**config.mk**
```make
export PLATFORM = sky130hd
export DESIGN_NAME = voter_status_reader_flat
export DESIGN_NICKNAME = d
export VERILOG_FILES = /design/src/rtl/evm_pkg.sv /design/src/rtl/voter_status_reader_if.sv /design/src/rtl/status_word_decoder.sv /design/src/rtl/voter_status_reader.sv /design/src/flat_wrapper.sv
export SDC_FILE = /design/constraint.sdc
export NUM_CORES = 1
export LEC_CHECK = 0
export ABC_AREA = 1
export CAP_MARGIN = 30
export CORE_MARGIN = 1.5
export CORE_UTILIZATION = 48
export CTS_CLUSTER_DIAMETER = 120
export CTS_CLUSTER_SIZE = 28
export DETAILED_ROUTE_END_ITERATION = 10
export GPL_ROUTABILITY_DRIVEN = 0
export PLACE_DENSITY_LB_ADDON = 0.12
export SYNTH_ARGS = -nofsm -noshare
export SYNTH_HDL_FRONTEND = slang
export SYNTH_SLANG_ARGS = --single-unit
```
**constraint.sdc**
```tcl
create_clock -name clk -period 1.4 [get_ports clk]
set_input_delay 0.28 -clock clk [delete_from_list [all_inputs] [get_ports clk]]
set_output_delay 0.28 -clock clk [all_outputs]
set_load 0.02 [all_outputs]
```
**src/rtl/evm_pkg.sv**
```systemverilog
// Shared types and status-word layout for the voter memory read side.
// Status word is {voted_flag, voter_id[2:0]}.
package evm_pkg;

  localparam int VOTED_BIT = 3;
  localparam int ID_MSB    = 2;
  localparam int ADDR_W    = ID_MSB + 1;
  localparam int WORD_W    = VOTED_BIT + 1;

  typedef enum logic [2:0] {
    IDLE,
    Q_READ,
    Q_WAIT,
    Q_RESP,
    S_READ,
    S_WAIT,
    S_DONE
  } state_e;

  // Exactly one field is set for any decoded word.
  typedef struct packed {
    logic eligible;
    logic duplicate;
    logic mismatch;
  } resp_code_t;

endpackage

```
**src/rtl/voter_status_reader_if.sv**
```systemverilog
// Query handshake between the ballot-unit controller (master) and the
// voter status reader (slave).
interface voter_status_reader_if;
  import evm_pkg::*;

  logic              req_valid;
  logic [ADDR_W-1:0] req_voter;
  logic              req_ready;
  logic              resp_valid;
  logic              resp_eligible;
  logic              resp_duplicate;
  logic              resp_mismatch;

  modport master (
    output req_valid, req_voter,
    input  req_ready, resp_valid, resp_eligible, resp_duplicate, resp_mismatch
  );

  modport slave (
    input  req_valid, req_voter,
    output req_ready, resp_valid, resp_eligible, resp_duplicate, resp_mismatch
  );

endinterface

```
**src/rtl/status_word_decoder.sv**
```systemverilog
// Combinational decode of one status word against an expected voter id.
// Used for query responses and for the voted flag during an audit scan.
module status_word_decoder
  import evm_pkg::*;
(
  input  logic [WORD_W-1:0] word,
  input  logic [ADDR_W-1:0] id,
  output resp_code_t        code,
  output logic              voted
);

  assign voted          = word[VOTED_BIT];
  assign code.mismatch  = (word[ID_MSB:0] != id);
  assign code.duplicate =  word[VOTED_BIT] & ~code.mismatch;
  assign code.eligible  = ~word[VOTED_BIT] & ~code.mismatch;

endmodule

```
**src/rtl/voter_status_reader.sv**
```systemverilog
// Read-only front end of the voter memory: eligibility queries and turnout scan.
// Optional LOCKOUT_EN: third duplicate response raises a sticky tamper alarm and blocks queries.
module voter_status_reader
  import evm_pkg::*;
#(
  parameter int NUM_VOTERS = 8,
  parameter int CNT_W      = 4,
  parameter int RD_LAT     = 1
) (
  input  logic                  clk,
  input  logic                  reset,
  voter_status_reader_if.slave  bus,
  input  logic                  scan_start,
  output logic                  scan_busy,
  output logic                  scan_done,
  output logic [CNT_W-1:0]      turnout_count,
  output logic                  mem_rd_en,
  output logic [ADDR_W-1:0]     mem_rd_addr,
  input  logic [WORD_W-1:0]     mem_rd_data,
  output logic                  tamper_alarm
);

  localparam logic [1:0]        LAST_WAIT = 2'(RD_LAT - 1);
  localparam logic [ADDR_W-1:0] LAST_ADDR = ADDR_W'(NUM_VOTERS - 1);

  state_e            state_q, state_d;
  logic [ADDR_W-1:0] addr_q, addr_d;
  logic [1:0]        wait_q, wait_d;
  logic [CNT_W-1:0]  count_q, count_d;
  resp_code_t        code_q, code_d;

  resp_code_t dec_code;
  logic       dec_voted;
  logic       ready_idle;
  logic       resp_strobe;

  // The address register holds the latched query id or the scan pointer.
  status_word_decoder u_decoder (
    .word  (mem_rd_data),
    .id    (addr_q),
    .code  (dec_code),
    .voted (dec_voted)
  );

  assign ready_idle = (state_q == IDLE);

  always_comb begin
    // NOTE: every signal gets a default first so no path infers a latch.
    state_d     = state_q;
    addr_d      = addr_q;
    wait_d      = wait_q;
    count_d     = count_q;
    code_d      = code_q;
    mem_rd_en   = 1'b0;
    scan_busy   = 1'b0;
    scan_done   = 1'b0;
    resp_strobe = 1'b0;

    unique case (state_q)
      IDLE: begin
        if (bus.req_valid && bus.req_ready) begin
          addr_d = bus.req_voter;
          if (int'(bus.req_voter) >= NUM_VOTERS) begin
            code_d  = '{eligible: 1'b0, duplicate: 1'b0, mismatch: 1'b1};
            state_d = Q_RESP;
          end else begin
            state_d = Q_READ;
          end
        end else if (scan_start) begin
          count_d = '0;
          addr_d  = '0;
          state_d = S_READ;
        end
      end
      Q_READ: begin
        mem_rd_en = 1'b1;
        wait_d    = '0;
        state_d   = Q_WAIT;
      end
      Q_WAIT: begin
        if (wait_q == LAST_WAIT) begin
          code_d  = dec_code;
          state_d = Q_RESP;
        end else begin
          wait_d = wait_q + 2'd1;
        end
      end
      Q_RESP: begin
        resp_strobe = 1'b1;
        state_d     = IDLE;
      end
      S_READ: begin
        scan_busy = 1'b1;
        mem_rd_en = 1'b1;
        wait_d    = '0;
        state_d   = S_WAIT;
      end
      S_WAIT: begin
        scan_busy = 1'b1;
        if (wait_q == LAST_WAIT) begin
          if (dec_voted && (count_q != {CNT_W{1'b1}})) begin
            count_d = count_q + CNT_W'(1);
          end
          if (addr_q == LAST_ADDR) begin
            state_d = S_DONE;
          end else begin
            addr_d  = addr_q + ADDR_W'(1);
            state_d = S_READ;
          end
        end else begin
          wait_d = wait_q + 2'd1;
        end
      end
      S_DONE: begin
        scan_done = 1'b1;
        state_d   = IDLE;
      end
      default: state_d = IDLE;
    endcase
  end

  always_ff @(posedge clk) begin
    // NOTE: non-blocking assignments so every flop samples pre-edge values.
    if (reset) begin
      state_q <= IDLE;
      addr_q  <= '0;
      wait_q  <= '0;
      count_q <= '0;
      code_q  <= '0;
    end else begin
      state_q <= state_d;
      addr_q  <= addr_d;
      wait_q  <= wait_d;
      count_q <= count_d;
      code_q  <= code_d;
    end
  end

  assign mem_rd_addr        = addr_q;
  assign turnout_count      = count_q;
  assign bus.resp_valid     = resp_strobe;
  assign bus.resp_eligible  = resp_strobe & code_q.eligible;
  assign bus.resp_duplicate = resp_strobe & code_q.duplicate;
  assign bus.resp_mismatch  = resp_strobe & code_q.mismatch;

`ifdef LOCKOUT_EN
  logic [1:0] dup_cnt_q, dup_cnt_d;
  logic       alarm_q, alarm_d;

  always_comb begin
    dup_cnt_d = dup_cnt_q;
    alarm_d   = alarm_q;
    if (resp_strobe && code_q.duplicate) begin
      if (dup_cnt_q == 2'd2) alarm_d = 1'b1;
      if (dup_cnt_q != 2'd3) dup_cnt_d = dup_cnt_q + 2'd1;
    end
  end

  always_ff @(posedge clk) begin
    if (reset) begin
      dup_cnt_q <= '0;
      alarm_q   <= 1'b0;
    end else begin
      dup_cnt_q <= dup_cnt_d;
      alarm_q   <= alarm_d;
    end
  end

  assign bus.req_ready = ready_idle & ~alarm_q;
  assign tamper_alarm  = alarm_q;
`else
  assign bus.req_ready = ready_idle;
  assign tamper_alarm  = 1'b0;
`endif

endmodule
```
**src/flat_wrapper.sv**
```systemverilog
// flat-port wrapper written by rule: the top's interface ports become plain ports
module voter_status_reader_flat import evm_pkg::*;
#(
  parameter int NUM_VOTERS = 8,
  parameter int CNT_W      = 4,
  parameter int RD_LAT     = 1
)
  (clk, reset, scan_start, scan_busy, scan_done, turnout_count, mem_rd_en, mem_rd_addr, mem_rd_data, tamper_alarm, bus_req_valid, bus_req_voter, bus_req_ready, bus_resp_valid, bus_resp_eligible, bus_resp_duplicate, bus_resp_mismatch);
  voter_status_reader_if bus_i ();
  input  logic clk;
  input  logic reset;
  input  logic scan_start;
  output logic scan_busy;
  output logic scan_done;
  output logic [CNT_W-1:0] turnout_count;
  output logic mem_rd_en;
  output logic [ADDR_W-1:0] mem_rd_addr;
  input  logic [WORD_W-1:0] mem_rd_data;
  output logic tamper_alarm;
  input wire logic [$bits(bus_i.req_valid)-1:0] bus_req_valid;
  input wire logic [$bits(bus_i.req_voter)-1:0] bus_req_voter;
  output wire logic [$bits(bus_i.req_ready)-1:0] bus_req_ready;
  output wire logic [$bits(bus_i.resp_valid)-1:0] bus_resp_valid;
  output wire logic [$bits(bus_i.resp_eligible)-1:0] bus_resp_eligible;
  output wire logic [$bits(bus_i.resp_duplicate)-1:0] bus_resp_duplicate;
  output wire logic [$bits(bus_i.resp_mismatch)-1:0] bus_resp_mismatch;
  assign bus_i.req_valid = bus_req_valid;
  assign bus_i.req_voter = bus_req_voter;
  assign bus_req_ready = bus_i.req_ready;
  assign bus_resp_valid = bus_i.resp_valid;
  assign bus_resp_eligible = bus_i.resp_eligible;
  assign bus_resp_duplicate = bus_i.resp_duplicate;
  assign bus_resp_mismatch = bus_i.resp_mismatch;
  voter_status_reader #(.NUM_VOTERS(NUM_VOTERS), .CNT_W(CNT_W), .RD_LAT(RD_LAT)) u_core (.clk(clk), .reset(reset), .bus(bus_i), .scan_start(scan_start), .scan_busy(scan_busy), .scan_done(scan_done), .turnout_count(turnout_count), .mem_rd_en(mem_rd_en), .mem_rd_addr(mem_rd_addr), .mem_rd_data(mem_rd_data), .tamper_alarm(tamper_alarm));
endmodule
```
## Word-level counts from Yosys, hierarchy flattened

Index checks and enable logic that the tools add are counted.

- Register bits after elaboration: 15
- Input port bits: 11
- Output and inout port bits: 16
- Word-level logic and storage cells: 70

- Add/subtract/negate cells: 3
- Equal/unequal tests: 17
- Muxes and demuxes: 22
- Bitwise logic cells: 7
- Reduce and logical (&&, ||, !) cells: 14

Operators by type and width:

| kind | count |
|---|---|
| $mux 3 | 8 |
| $mux 4 | 4 |
| $pmux 3 s5 | 1 |
| $eq 3x3->1 const B | 4 |
| $ne 2x2->1 const B | 4 |
| $pmux 4 s2 | 1 |
| $eq 3x2->1 const B | 2 |
| $ne 2x1->1 const B | 3 |
| $pmux 3 s2 | 1 |
| $reduce_or 2->1 | 3 |
| $and 1x1->1 | 5 |
| $reduce_and 5->1 | 1 |
| $add 4x1->4 const B | 1 |
| $mux 1 | 4 |
| $mux 2 | 2 |
| $ne 4x4->1 const B | 1 |
| $pmux 2 s2 | 1 |
| $reduce_and 2->1 | 2 |
| $reduce_and 4->1 | 1 |
| $reduce_bool 2->1 | 2 |
| $add 3x1->3 const B | 1 |
| $eq 3x1->1 const B | 1 |
| $logic_not 3->1 | 1 |
| $ne 3x3->1 | 1 |
| 6 further kinds | 8 |

## Logic depth before layout (Yosys ltp)

Gate-level depths: netlist of the first run.

- Depth in word-level cells: 5
- Mapped depth: 8
- Depth with buffers taken out: 8

## Modules after synthesis

From an unflattened synthesis of the first run, not the netlist that was laid out.

- Cells, all modules: 156
- Area total of the unflattened synthesis: 1057.3 sq um

Modules (own cells, without submodules):

| module | instances | cells an instance | area an instance (sq um) | sequential area each (sq um) |
|---|---|---|---|---|
| voter_status_reader | 1 | 140 | 982.2 | 300.3 |
| status_word_decoder | 1 | 16 | 75.1 | 0.0 |

## Worst setup path after synthesis of the first run

OpenSTA, ideal clock, no wires.

- Kind: reg2out
- From: register u_core.state_q[0]
- To: output port bus_resp_duplicate
- Arrival: 1591 ps
- Data required time: 1120 ps
- Setup slack: -471 ps
- Cell stages (with the launch flop): 5
- Path buffers: 0
- Cell sequence: dfxtp_1 > inv_2 > nor3_1 > inv_1 > nor2_1

- Cells in the longest elaborated chain, start to end: 3

RTL lines:

| element | RTL line | RTL |
|---|---|---|
| start: declaration | voter_status_reader.sv:26 | `state_e state_q, state_d;` |
| start signal: assignment | voter_status_reader.sv:131 | `state_q <= state_d;` |
| $eq 3x2->1 | voter_status_reader.sv:59 | `unique case (state_q)` |
| $mux 1 | voter_status_reader.sv:59 |  |
| named net bus_resp_valid | flat_wrapper.sv:23 | `output wire logic [$bits(bus_i.resp_valid)-1:0] bus_resp_valid;` |
| $and 1x1->1 | voter_status_reader.sv:143 | `assign bus.resp_duplicate = resp_strobe & code_q.duplicate;` |
| end: declaration | flat_wrapper.sv:25 | `output wire logic [$bits(bus_i.resp_duplicate)-1:0] bus_resp_duplicate;` |

The timed path passes the listed nets, and every way through them passes these cells.

## Worst setup path in the final report of the first run

- From: register u_core.state_q[0]
- To: output port bus_resp_mismatch

- Cells in the longest elaborated chain, start to end: 3

RTL lines:

| element | RTL line | RTL |
|---|---|---|
| $eq 3x2->1 | voter_status_reader.sv:59 |  |
| $mux 1 | voter_status_reader.sv:59 |  |
| $and 1x1->1 | voter_status_reader.sv:144 | `assign bus.resp_mismatch = resp_strobe & code_q.mismatch;` |
| end: declaration | flat_wrapper.sv:26 | `output wire logic [$bits(bus_i.resp_mismatch)-1:0] bus_resp_mismatch;` |

Every way passes these cells.

==> flow_metrics.tcl, run 1 <==
set metrics [dict create \
    run_status "finished with violations" \
    failed_checks "negative setup slack" \
    synth_area_sq_mm 0.00106 \
    synth_top_cell_by_area "dfxtp_1" \
    netlist_instances 153 \
    max-vdd-ir-drop_mv 1.39 \
    power.share.clock_pct 7.3 \
    final-hold-violation-count 0 \
    min_period_over_period_pct 108 \
    drtAntennaViolNets 0 \
    numPlacedInstances 225 \
    first_global_vias 1055 \
    finalPower_uw 3620 \
    vias_per_cell 5.00 \
    min-delay-path-class "reg -> reg" \
    yosysTopAreaCellShare_pct 28.2 \
    layout.filler_cells 126 \
    post_syn_area_per_cell_sq_um 6.95 \
    synth_compound_gate_area_share_pct 13.1 \
    synth.yosys.seq_area_share_pct 28.2 \
    floorplan.die.width_microns 50.1 \
    cp_max_fo 3 \
    cts_inserted_buffers 3 \
    layout-drive-gt1-share_pct 40.9 \
    finish.net_count 224 \
    ctsLongestPathBuffers 2 \
    post_synth_mux_area_share_pct 0 \
    yosys_register_bits 15 \
    post_synth_edffs 0 \
    post_route_setup_tns_ps -380 \
    antenna_found_initial 0 \
    critical_path_rt_ps 1120 \
    cts.sink_count 15 \
    synth_commonest_cells "31 x nand2_1, 23 x inv_1, 17 x nor2_1" \
    die-height_microns 50.1 \
    synth_top_family_by_area "simple AND/OR/NAND/NOR gates" \
    dominant_cells_by_area_after_synthesis "dfxtp_1 28%, nand2_1 11%, nand3_4 8.2%" \
    final_max_slew_viol_count 0 \
    p_leak_uw 0.000810 \
    finish.cell_count_without_fillers 235 \
    routed_wirelength_microns 2850 \
    num_vias 1174 \
    preCtsSetupSlack_ps -259 \
    power.sequential.fraction_pct 20.0 \
    rows 16 \
    switching_power_total_uw 1720 \
    placeableCoreArea_sq_mm 0.00202 \
    clock-skew-final_ps 0.803 \
    detailedPlacementHpwl_microns 2180 \
    die-area_sq_mm 0.00251 \
    crit_path_class "reg -> out" \
    diodes 0 \
    power.share.switching_pct 47.4 \
    drt_first_pass_iters 4 \
    pin_count_of_the_biggest_net_entering_global_routing 10 \
    synth-xor-area-share_pct 2.47 \
    first_pass_grt_wire_length_microns 4480 \
    clock.fmax_ghz 0.664 \
    timing.critical_path.to_type "output port" \
    power_frac_comb_pct 72.7 \
    track_usage_pct 23.4 \
    finalSetupViolations 6 \
    rsz0062_at_grt "yes" \
    cell_at_the_root_of_the_clock_tree "clkbuf_4" \
    crit_path_time_final_ps 1510 \
    drc_errors_left 0 \
    worst_setup_hold_path_clk_slew_ps 100 \
    boundaryPins 27 \
    multi_input_area_sq_um 737 \
    start_kind "register" \
    cts_htree_levels 1 \
    yosys.area_share.adder_pct 4.71 \
    grt_remaining_overflow 0 \
    synth.yosys.warnings 0 \
    final.setup.worst_slack_ps -106 \
    post_synth_num_cell_types 25 \
    power.internal_uw 1900 \
    critPathArrivalTime_ps 1230 \
    postSynthNetCount 168 \
    synthFlopType "dfxtp_1" \
    synthMostInstantiatedCell "nand2_1" \
    cts_tree "built" \
    yosys.area_share.simple_pct 39.6 \
    initial_utilization_pct 52.6 \
    clock_insertion_delay_worst_skew_ps 290 \
    postSynth.asyncResetShare_pct 0 \
    register_area_sq_um 309 \
    area_growth_syn_to_layout_pct 61.9 \
    power.density_mw_per_mm2 2100 \
    drv_cap 0 \
    routed_wire_length_per_instance_microns 12.1 \
    drt_iter0_drc 22 \
    placement.io_buffers 25 \
]
[critical path, cell delays in order, from the launching register on]
cell and delay (ps):
dfxtp_2 380, inv_4 50, nor3_4 190, inv_2 80
nor2_2 90, buf_4 140
[repair_timing]
item / 4_1_cts / 5_1_grt
setup endpoints to repair: 15 / 20
pin swaps: 4 / 10
setup buffers: 2 / 5
hold buffers: 0 / 0
gates resized for setup: 61 / 29
[cell usage in the layout (no fill, tap or decap), drive strengths merged, types with 3 or more instances in the layout]
cell,count
dfxtp,15
o21ai,12
ha,4
nand4,4
inv,29
clkdlybuf4s50,10
a21oi,10
xor2,3
nand2,38
clkbuf,3
nand3,10
nor3,3
dlygate4sd2,6
buf,36
nor2,21
[power groups by stage]
| stage | logic (uW) | clock network [uW] | registers, uW |
|---|---|---|---|
| 6_report | 2630 | 264 | 724 |
| 4_1_cts | 2330 | 275 | 694 |
| 5_1_grt | 2880 | 286 | 740 |
| 2_1_floorplan | 1190 | 0 | 829 |
| 3_3_place_gp | 2170 | 0 | 685 |
| 3_5_place_dp | 2240 | 0 | 696 |
[per-layer routing]
layer,wire [microns],global-route usage [%],share of wire (%)
met5,0,0,0
met4,29,8.80,1.0
met3,118,2.12,4.1
met2,1530,41.9,54
met1,1180,28.4,41
[final timing paths]
check	startpoint	endpoint	cells after the start	slack (ps)
setup / recovery	u_core.state_q[0]$_SDFFE_PP0P_	bus_resp_mismatch	5	-110
hold / removal	u_core.code_q[1]$_SDFFE_PP0P_	u_core.code_q[1]$_SDFFE_PP0P_	2	480
setup reg to reg	u_core.state_q[0]$_SDFFE_PP0P_	u_core.state_q[2]$_SDFFE_PP0P_	9	40
hold reg to reg	u_core.code_q[1]$_SDFFE_PP0P_	u_core.code_q[1]$_SDFFE_PP0P_	2	480
[cells by family (layout without fill, tap and decap cells)]
| logic type | count (synthesis) | in the layout |
|---|---|---|
| compound gates | 23 | 23 |
| xor+xnor | 3 | 3 |
| fa+ha+maj | 4 | 4 |
| buf+inv | 31 | 86 |
| flops | 15 | 15 |
| other cells | 1 | 1 |
| simple gates | 76 | 76 |
[state kept, by name, indices dropped and copies added (netlist names)]
| register | flops |
|---|---|
| u_core.mem_rd_addr | 3 |
| u_core.turnout_count | 4 |
| u_core.code_q | 3 |
| u_core.state_q | 3 |
| u_core.wait_q | 2 |
[final cells by class]
cell class                 count  share of cell area (%)
clock inverter                 1                   0.291
clock buffer                   3                    1.31
inverter                      29                    7.19
multi-input combinational    107                    42.8
sequential                    15                    18.0
tap                           27                    1.96
timing repair buffer          53                    28.5
[stage by stage]
stage	utilization (%)	instance area (sq um)	hold slack, ps
after global routing	85.1	1720	502
final	85.1	1720	483
after CTS	78.7	1590	473
after floorplan	-	1080	437
after global placement	75.9	1530	448
after detailed placement	75.9	1530	457
Note: power is estimated with default switching activity, not from simulation.
==> inputs of run 2 (changes only) <==
Settings changed: PLACE_DENSITY from default to 0.85, PLACE_DENSITY_LB_ADDON 0.12 to default.
==> flow_metrics.tcl, run 2 (synthesized netlist as in run 1, its figures left out) <==
set metrics [dict create \
    cts_tree "built" \
    pin_count_of_the_biggest_net_entering_global_routing 10 \
    rsz0062_at_grt "yes" \
    switching_power_total_uw 1680 \
    cts.sink_count 15 \
    cp_max_fo 3 \
    area_growth_syn_to_layout_pct 52.7 \
    finish.net_count 219 \
    final_max_slew_viol_count 0 \
    final_cell_mix "30 x nand2_1, 22 x buf_4, 21 x inv_1, 14 x nor2_1, 12 x dfxtp_1" \
    drtAntennaViolNets 0 \
    cp-startpoint "u_core.state_q[0]$_SDFFE_PP0P_" \
    p_leak_uw 0.000779 \
    critical_path_rt_ps 1120 \
    run_status "finished with violations" \
    power.sequential.fraction_pct 21.0 \
    crit_path_time_final_ps 1480 \
    diodes 0 \
    final-hold-violation-count 0 \
    detailedPlacementHpwl_microns 2210 \
    failed_checks "negative setup slack" \
    ctsLongestPathBuffers 2 \
    layout-drive-gt1-share_pct 37.9 \
    critical_path.reg2reg.startpoint "u_core.state_q[0]$_SDFFE_PP0P_" \
    timing.critical_path.to_type "output port" \
    cts_inserted_buffers 3 \
    clock-skew-final_ps 2.94 \
    layout.filler_cells 138 \
    track_usage_pct 26.1 \
    first_pass_grt_wire_length_microns 5000 \
    vias_per_cell 5.15 \
    initial_utilization_pct 52.6 \
    placeableCoreArea_sq_mm 0.00202 \
    min_period_over_period_pct 105 \
    placement.io_buffers 25 \
    critPathArrivalTime_ps 1200 \
    numPlacedInstances 224 \
    min-delay-path-class "reg -> reg" \
    fin_util_pct 80.3 \
    power.share.switching_pct 48.9 \
    cts_htree_levels 1 \
    crit_path_class "reg -> out" \
    floorplan.die.width_microns 50.1 \
    die-area_sq_mm 0.00251 \
    reg2reg_setup_slack_ps -10 \
    power.internal_uw 1760 \
    start_kind "register" \
    drc_errors_left 0 \
    routed_wire_length_per_instance_microns 13.2 \
    finish.cell_count_without_fillers 230 \
    multi_input_area_sq_um 709 \
    drv_cap 0 \
    die-height_microns 50.1 \
    power.share.clock_pct 7.6 \
    antenna_found_initial 0 \
    worstSetupEndpoint "bus_resp_mismatch" \
    clock_insertion_delay_worst_skew_ps 290 \
    routed_wirelength_microns 3040 \
    power_frac_comb_pct 71.4 \
    cell_at_the_root_of_the_clock_tree "clkbuf_4" \
    final.setup.worst_slack_ps -76.3 \
    register_area_sq_um 304 \
    largest_register_ff_count 4 \
    rr_worst_depth 10 \
    finalSetupViolations 9 \
    drt_first_pass_iters 4 \
    first_global_vias 1158 \
    drt_iter0_drc 55 \
    power.density_mw_per_mm2 2120 \
    finalPower_uw 3440 \
    worst_setup_hold_path_clk_slew_ps 100 \
    clock.fmax_ghz 0.677 \
    critical_path.reg2reg.endpoint "u_core.state_q[0]$_SDFFE_PP0P_" \
    postCtsHoldBufs 0 \
    mostFrequentLayoutCell "nand2_1" \
    boundaryPins 27 \
    rows 16 \
    num_vias 1185 \
    grt_remaining_overflow 0 \
    max-vdd-ir-drop_mv 1.49 \
]
run 2: changes by cell type in the layout (fill, tap and decap cells not counted), moves of 2 or more:
cell     change
buf_6        -5
dfxtp_2      +2
dfxtp_4      -2
nor2_1       +2
nor2_2       -2
run 2: worst min path at each step:
stage,end,depth (start not counted),slack [ps],from
3_3_place_gp,u_core.wait_q[1]$_SDFFE_PP0P_,2,450,u_core.wait_q[1]$_SDFFE_PP0P_
6_report,u_core.code_q[1]$_SDFFE_PP0P_,2,480,u_core.code_q[1]$_SDFFE_PP0P_
4_1_cts,u_core.code_q[1]$_SDFFE_PP0P_,2,480,u_core.code_q[1]$_SDFFE_PP0P_
3_5_place_dp,u_core.code_q[1]$_SDFFE_PP0P_,2,460,u_core.code_q[1]$_SDFFE_PP0P_
5_1_grt,u_core.code_q[1]$_SDFFE_PP0P_,2,510,u_core.code_q[1]$_SDFFE_PP0P_
2_1_floorplan,u_core.wait_q[1]$_SDFFE_PP0P_,2,440,u_core.wait_q[1]$_SDFFE_PP0P_
run 2: repair_timing:
action	in CTS	in global routing
setup endpoints to repair	15	20
buffers inserted	3	0
pin swaps	2	4
gates resized for setup	60	12
gates cloned	0	0
hold endpoints to repair	0	0
run 2: power by group through the flow:
| stage | clock, uW | sequential (uW) | combinational (uW) |
|---|---|---|---|
| floorplan | 0 | 829 | 1190 |
| global placement | 0 | 697 | 2150 |
| CTS | 256 | 708 | 2300 |
| global route | 276 | 735 | 2670 |
| finish | 263 | 722 | 2460 |
| detailed placement | 0 | 704 | 2250 |
run 2: critical path: stages (launching register included):
cell     delay [ps]
dfxtp_2         370
inv_4            50
nor3_4          180
inv_2            80
nor2_2          100
buf_6           120
run 2: through the flow:
step / area, sq um / hold WS (ps) / worst slack, ps / TNS, ps
2_1_floorplan: 1080 / 437 / -32.0 / -120
3_3_place_gp: 1530 / 448 / -201 / -1660
3_5_place_dp: 1530 / 464 / -227 / -2200
4_1_cts: 1580 / 479 / -41.7 / -166
5_1_grt: 1620 / 508 / -152 / -1040
6_report: 1620 / 477 / -76.3 / -363
run 2: cell type report:
type	instances	share of cell area, %
Sequential cell	15	18.7
Tap cell	27	2.08
Clock buffer	3	1.39
Inverter	29	7.32
Timing Repair Buffer	48	26.5
Multi-Input combinational cell	107	43.7
Clock inverter	1	0.308
run 2: routing by layer:
layer	GRT usage, %	part of all wire [%]
met5	0	0
met4	8.33	2.2
met3	2.73	4.5
met2	49.8	54
met1	29.7	39
